File: config.mk
export PLATFORM = sky130hd
export DESIGN_NAME = elevator_ctrl
export DESIGN_NICKNAME = d
export VERILOG_FILES = /design/src/rtl/elevator_ctrl.sv
export SDC_FILE = /design/constraint.sdc
export NUM_CORES = 1
export LEC_CHECK = 0
export ABC_AREA = 1
export BUFFER_PORTS_ARGS = -buffer_cell sky130_fd_sc_hd__buf_4
export CAP_MARGIN = 5
export CORE_MARGIN = 1
export CORE_UTILIZATION = 60
export CTS_CLUSTER_DIAMETER = 80
export DETAILED_ROUTE_END_ITERATION = 10
export GPL_ROUTABILITY_DRIVEN = 0
export PLACE_DENSITY = 0.79
export SLEW_MARGIN = 15
export SYNTH_ARGS = -nofsm -noshare
export SYNTH_HDL_FRONTEND = slang
export SYNTH_SLANG_ARGS = --single-unit
File: constraint.sdc
create_clock -name clk -period 2.4 [get_ports clk]
set_input_delay 0.12 -clock clk [delete_from_list [all_inputs] [get_ports clk]]
set_output_delay 0.12 -clock clk [all_outputs]
set_load 0.1 [all_outputs]
File: src/rtl/elevator_ctrl.sv
// rtl/elevator_ctrl.sv - single-car elevator controller with latched calls and directional sweep
module elevator_ctrl #(
  parameter int N_PISOS      = 4,
  parameter int W            = 2,
  parameter int T_PISO       = 50000000,
  parameter int T_PUERTA     = 100000000,
  parameter int PISO_INICIAL = 0
) (
  input  logic               clk,
  input  logic               rst,
  input  logic [N_PISOS-1:0] llamada,
  output logic [W-1:0]       piso,
  output logic [1:0]         direccion,
  output logic               puertas_abiertas,
  output logic               ocupado,
  output logic [N_PISOS-1:0] pendientes
);

  typedef enum logic [1:0] {
    IDLE   = 2'd0,
    MOVER  = 2'd1,
    PUERTA = 2'd2
  } state_t;

  localparam logic            DIR_UP      = 1'b0;
  localparam logic            DIR_DOWN    = 1'b1;
  localparam logic [31:0]     T_PISO_M1   = T_PISO - 1;
  localparam logic [31:0]     T_PUERTA_M1 = T_PUERTA - 1;
  localparam logic [W-1:0]    PISO_INI    = W'(PISO_INICIAL);

  state_t             state, state_nx;
  logic [W-1:0]       piso_nx, piso_step;
  logic [N_PISOS-1:0] pend_nx, clr, lat;
  logic               ult_dir, ult_dir_nx;
  logic [31:0]        cnt, cnt_nx;
  logic               up_req, down_req, ahead;

  // Scan the pending mask for requests above and below the current floor
  always_comb begin
    up_req   = 1'b0;
    down_req = 1'b0;
    for (int i = 0; i < N_PISOS; i++) begin
      if (pendientes[i]) begin
        if (i > int'(piso)) up_req = 1'b1;
        if (i < int'(piso)) down_req = 1'b1;
      end
    end
  end

  // Neighbouring floor in the travel direction and whether work remains that way
  always_comb begin
    piso_step = (ult_dir == DIR_UP) ? piso + W'(1) : piso - W'(1);
    ahead     = (ult_dir == DIR_UP) ? up_req : down_req;
  end

  // Next-state, counter, floor and pending-mask logic
  always_comb begin
    state_nx   = state;
    piso_nx    = piso;
    ult_dir_nx = ult_dir;
    cnt_nx     = cnt + 32'd1;
    clr        = '0;
    lat        = llamada;
    case (state)
      IDLE: begin
        cnt_nx = '0;
        if (pendientes[piso]) begin
          state_nx   = PUERTA;
          clr[piso]  = 1'b1;
        end else if (|pendientes) begin
          state_nx = MOVER;
          if (ult_dir == DIR_UP) ult_dir_nx = up_req ? DIR_UP : DIR_DOWN;
          else                   ult_dir_nx = down_req ? DIR_DOWN : DIR_UP;
        end
      end
      MOVER: begin
        if (cnt == T_PISO_M1) begin
          cnt_nx  = '0;
          piso_nx = piso_step;
          if (pendientes[piso_step]) begin
            state_nx       = PUERTA;
            clr[piso_step] = 1'b1;
          end else if (!ahead) begin
            // Nothing left beyond this floor: stop rather than run off the shaft
            state_nx = IDLE;
          end
        end
      end
      PUERTA: begin
        // A call for the floor being served only holds the doors open
        lat[piso] = 1'b0;
        if (llamada[piso]) begin
          cnt_nx = '0;
        end else if (cnt == T_PUERTA_M1) begin
          cnt_nx   = '0;
          state_nx = IDLE;
        end
      end
      default: begin
        state_nx = IDLE;
        cnt_nx   = '0;
      end
    endcase
    // Clearing after OR-ing makes a same-edge call for the served floor lose
    pend_nx = (pendientes | lat) & ~clr;
  end

  // State and datapath registers
  always_ff @(posedge clk) begin
    if (rst) begin
      state      <= IDLE;
      piso       <= PISO_INI;
      pendientes <= '0;
      ult_dir    <= DIR_UP;
      cnt        <= '0;
    end else begin
      state      <= state_nx;
      piso       <= piso_nx;
      pendientes <= pend_nx;
      ult_dir    <= ult_dir_nx;
      cnt        <= cnt_nx;
    end
  end

  // Outputs decoded from the state; direction is shown only while travelling
  always_comb begin
    direccion        = 2'b00;
    puertas_abiertas = 1'b0;
    ocupado          = 1'b0;
    case (state)
      MOVER: begin
        ocupado   = 1'b1;
        direccion = (ult_dir == DIR_UP) ? 2'b01 : 2'b10;
      end
      PUERTA: begin
        ocupado          = 1'b1;
        puertas_abiertas = 1'b1;
      end
      default: ;
    endcase
  end

endmodule
==> run_results.csv <==
group,metric,value,unit
status,outcome,"completed",
worst_setup_path,reg2reg_to,"state[0]$_SDFFE_PP0P_",
placement,dp_slack,0.457,ns
power,power_density,678,nW/um^2
route,dr.pass1.iters,5,
worst_setup_path,r2r_slack,0.41,ns
timing,clock_skew,0.00656,ns
cells_and_area,layout-drive-gt1-share,0.142,
timing,tightest_slew,0.502,ns
cells_and_area,multi_input_area,1610,um^2
synthesis,synth_nets,400,
synthesis,yosys.area_share.adder,0.0472,
timing,setup_slack,0.410,ns
clocking,clock_path_buffers,2,
synthesis,syn_area,2650,um^2
synthesis,ys.flop_type,"dfxtp_1",
grt,overflow,0,
floorplanning,die_x,68.5,um
clocking,cts_hold_buf,0,
synthesis,async_flop_share,0,
timing,rsz0062_at_grt,"false",
placement,dpl_cell_area,2790,um^2
hold_path,whs_endpoint,"ult_dir$_SDFFE_PP0P_",
timing,fmax,503,MHz
floorplanning,core,4120,um^2
clocking,htreeDepth,2,
worst_setup_path,arrival,2.18,ns
worst_setup_path,regToRegStartpoint,"piso[0]$_SDFFE_PP0P_",
synthesis,ys_seq_area_frac,0.310,
grt,grt_pass1_vias,2153,
clocking,cts.sinks,41,
route,routed_wl,5.87,mm
grt,grt_pass1_wl,9.60,mm
timing,drv_slew,0,
timing,worst_slew_margin_rel,0.662,
floorplanning,start_util,0.644,
worst_setup_path,criticalPathCategory,"flip-flop to flip-flop",
placement,place_hpwl,4.36,mm
hold_path,worstHoldStart,"rst",
clocking,cts_buffers,5,
synthesis,syn_avg_cell_area,6.90,um^2
route,antenna_left,0,
synthesis,synth_xor_area_frac,0.0892,
placement,io_buffer_count,15,
route,vias,2450,
cells_and_area,area_growth,9.53,%
cells_and_area,final_core_util,0.706,
worst_setup_path,cp_max_fo,17,
synthesis,synth_seq_cells,41,
floorplanning,die_area,4690,um^2
clocking,root_buffer,"clkbuf_8",
grt,grt_max_degree,32,
cells_and_area,antennaDiodeCount,0,
synthesis,synth-simple-area-share,0.409,
timing,period_minus_slack,1.99,ns
cells_and_area,final_cell_area,2900,um^2
route,viasPerCell,5.42,
synthesis,synth.distinct_cells,33,
route,drtIter0Drc,197,
clocking,clk_pin_slew_worst_paths,0.08,ns
clocking,cts_setup_buffers,0,
timing,finalSetupTns,0,ns
timing,hold_viol,0,
cells_and_area,layout_commonest_cell,"nand2_1",
hold_path,holdPathStages,2,
clocking,clk-insertion-delay-late,0.30,ns
job,maxCapViolCount,0,
worst_setup_path,end_kind,"flip-flop",
hold_path,hp-class,"primary input to flip-flop",
clocking,cts_tree,"built",
worst_setup_path,crit_path_start_kind,"flip-flop",
power,leakagePower,1.11,nW
cells_and_area,fillers,354,
floorplanning,io_pins,16,
cells_and_area,mostFrequentLayoutCells,"82 x nand2_1, 62 x nor2_1, 48 x inv_1",
clocking,cts_resized,0,
cells_and_area,nets,417,
route,remaining_drc_errors,0,
synthesis,synth_top_family_by_area,"simple AND/OR/NAND/NOR gates",
timing,finalCritPeriodShare,0.829,
route,wire_per_inst,13.0,um
floorplanning,rows,23,
synthesis,synth_edf_count,0,
grt,antenna_found_initial,0,
synthesis,synth_compound_area_frac,0.0595,
floorplanning,fp.dieH,68.5,um
cells_and_area,seqCellArea,823,um^2
synthesis,synthCells,384,
power,peakVddDrop,0.745,mV
worst_setup_path,worstRegToRegCells,10,
timing,setup_violations,0,
grt,track_usage,0.280,
synthesis,muxShareOfSynthArea,0,
worst_setup_path,required,2.59,ns
synthesis,yosysWarnings,0,
==> worst max-delay path by stage <==
stage	startpoint	to	slack [ns]	depth (start not counted)
2_1_floorplan	piso[0]$_SDFFE_PP0P_	state[0]$_SDFFE_PP0P_	0.27	10
3_3_place_gp	piso[0]$_SDFFE_PP0P_	pendientes[3]$_SDFF_PP0_	0.50	9
3_5_place_dp	piso[0]$_SDFFE_PP0P_	pendientes[3]$_SDFF_PP0_	0.46	9
4_1_cts	piso[0]$_SDFFE_PP0P_	state[0]$_SDFFE_PP0P_	0.43	10
5_1_grt	piso[0]$_SDFFE_PP0P_	state[1]$_SDFFE_PP0P_	0.17	11
6_report	piso[0]$_SDFFE_PP0P_	state[0]$_SDFFE_PP0P_	0.41	10
==> metal layers <==
| metal | routed length [um] | vias up | GRT usage |
|---|---|---|---|
| li1 | - | 1255 | - |
| met1 | 2770 | 1097 | 0.377 |
| met2 | 2540 | 84 | 0.424 |
| met3 | 433 | 14 | 0.0683 |
| met4 | 114 | 0 | 0.112 |
| met5 | 0 | - | 0 |
==> report_power, final <==
| group | internal [mW] | switching (mW) |
|---|---|---|
| Combinational | 0.160 | 0.478 |
| Sequential | 0.708 | 0.0354 |
| Clock | 0.339 | 0.249 |
| Total | 1.21 | 0.762 |
==> state kept, by name, indices dropped and copies added, names as in the netlist <==
name        flops
piso            2
state           2
cnt            32
pendientes      4
ult_dir         1
==> layout make-up <==
cell class | instances | area share
tap | 50 | 0.0215
clock inverter | 1 | 0.0103
clock buffer | 7 | 0.0297
inverter | 49 | 0.0633
sequential | 41 | 0.283
timing repair buffer | 15 | 0.0388
multi-input combinational | 289 | 0.553
==> through the flow <==
step                total power, mW  instances  hold WS, ns
detailed placement             1.39        444        0.349
finish                         1.97        452       0.0464
floorplan                      1.29        384        0.189
global route                   2.05        452       0.0492
CTS                            1.98        452       0.0361
global placement               1.38        444        0.349
==> Yosys cell counts, types with 4 or more instances <==
cell type	count	area [um^2]
nor2_1	63	236
nand3_2	4	40.0
dfxtp_1	41	821
inv_1	48	180
nor2_4	4	45.0
o22ai_1	4	25.0
nand2_2	11	68.8
nand3_1	20	100
nor3_1	12	60.1
o21ai_0	12	60.1
nand4_1	10	62.6
xnor2_1	7	61.3
ha_1	10	125
nand2_1	82	308
nor2_2	5	31.3
xor2_1	20	175
a21oi_1	10	50.1
==> kinds of logic (layout without fill, tap and decap cells) <==
group                    count (synthesis)  in the layout
AND/OR/NAND/NOR                        223            223
buffers and inverters                   54             72
flip-flops                              41             41
AO/OA/AOI/OAI                           29             29
XOR/XNOR                                27             27
adder cells (fa/ha/maj)                 10             10
==> critical path, cell delays in order, from the launching register on <==
cell	delay [ns]
dfxtp_2	0.49
inv_1	0.20
ha_1	0.37
xnor2_1	0.25
nand2_1	0.09
nand2_1	0.11
nand3_1	0.10
nand2_2	0.08
nor2_4	0.05
nor2_1	0.10
nor2_1	0.06
No activity file was read; power rests on OpenSTA's default activity.
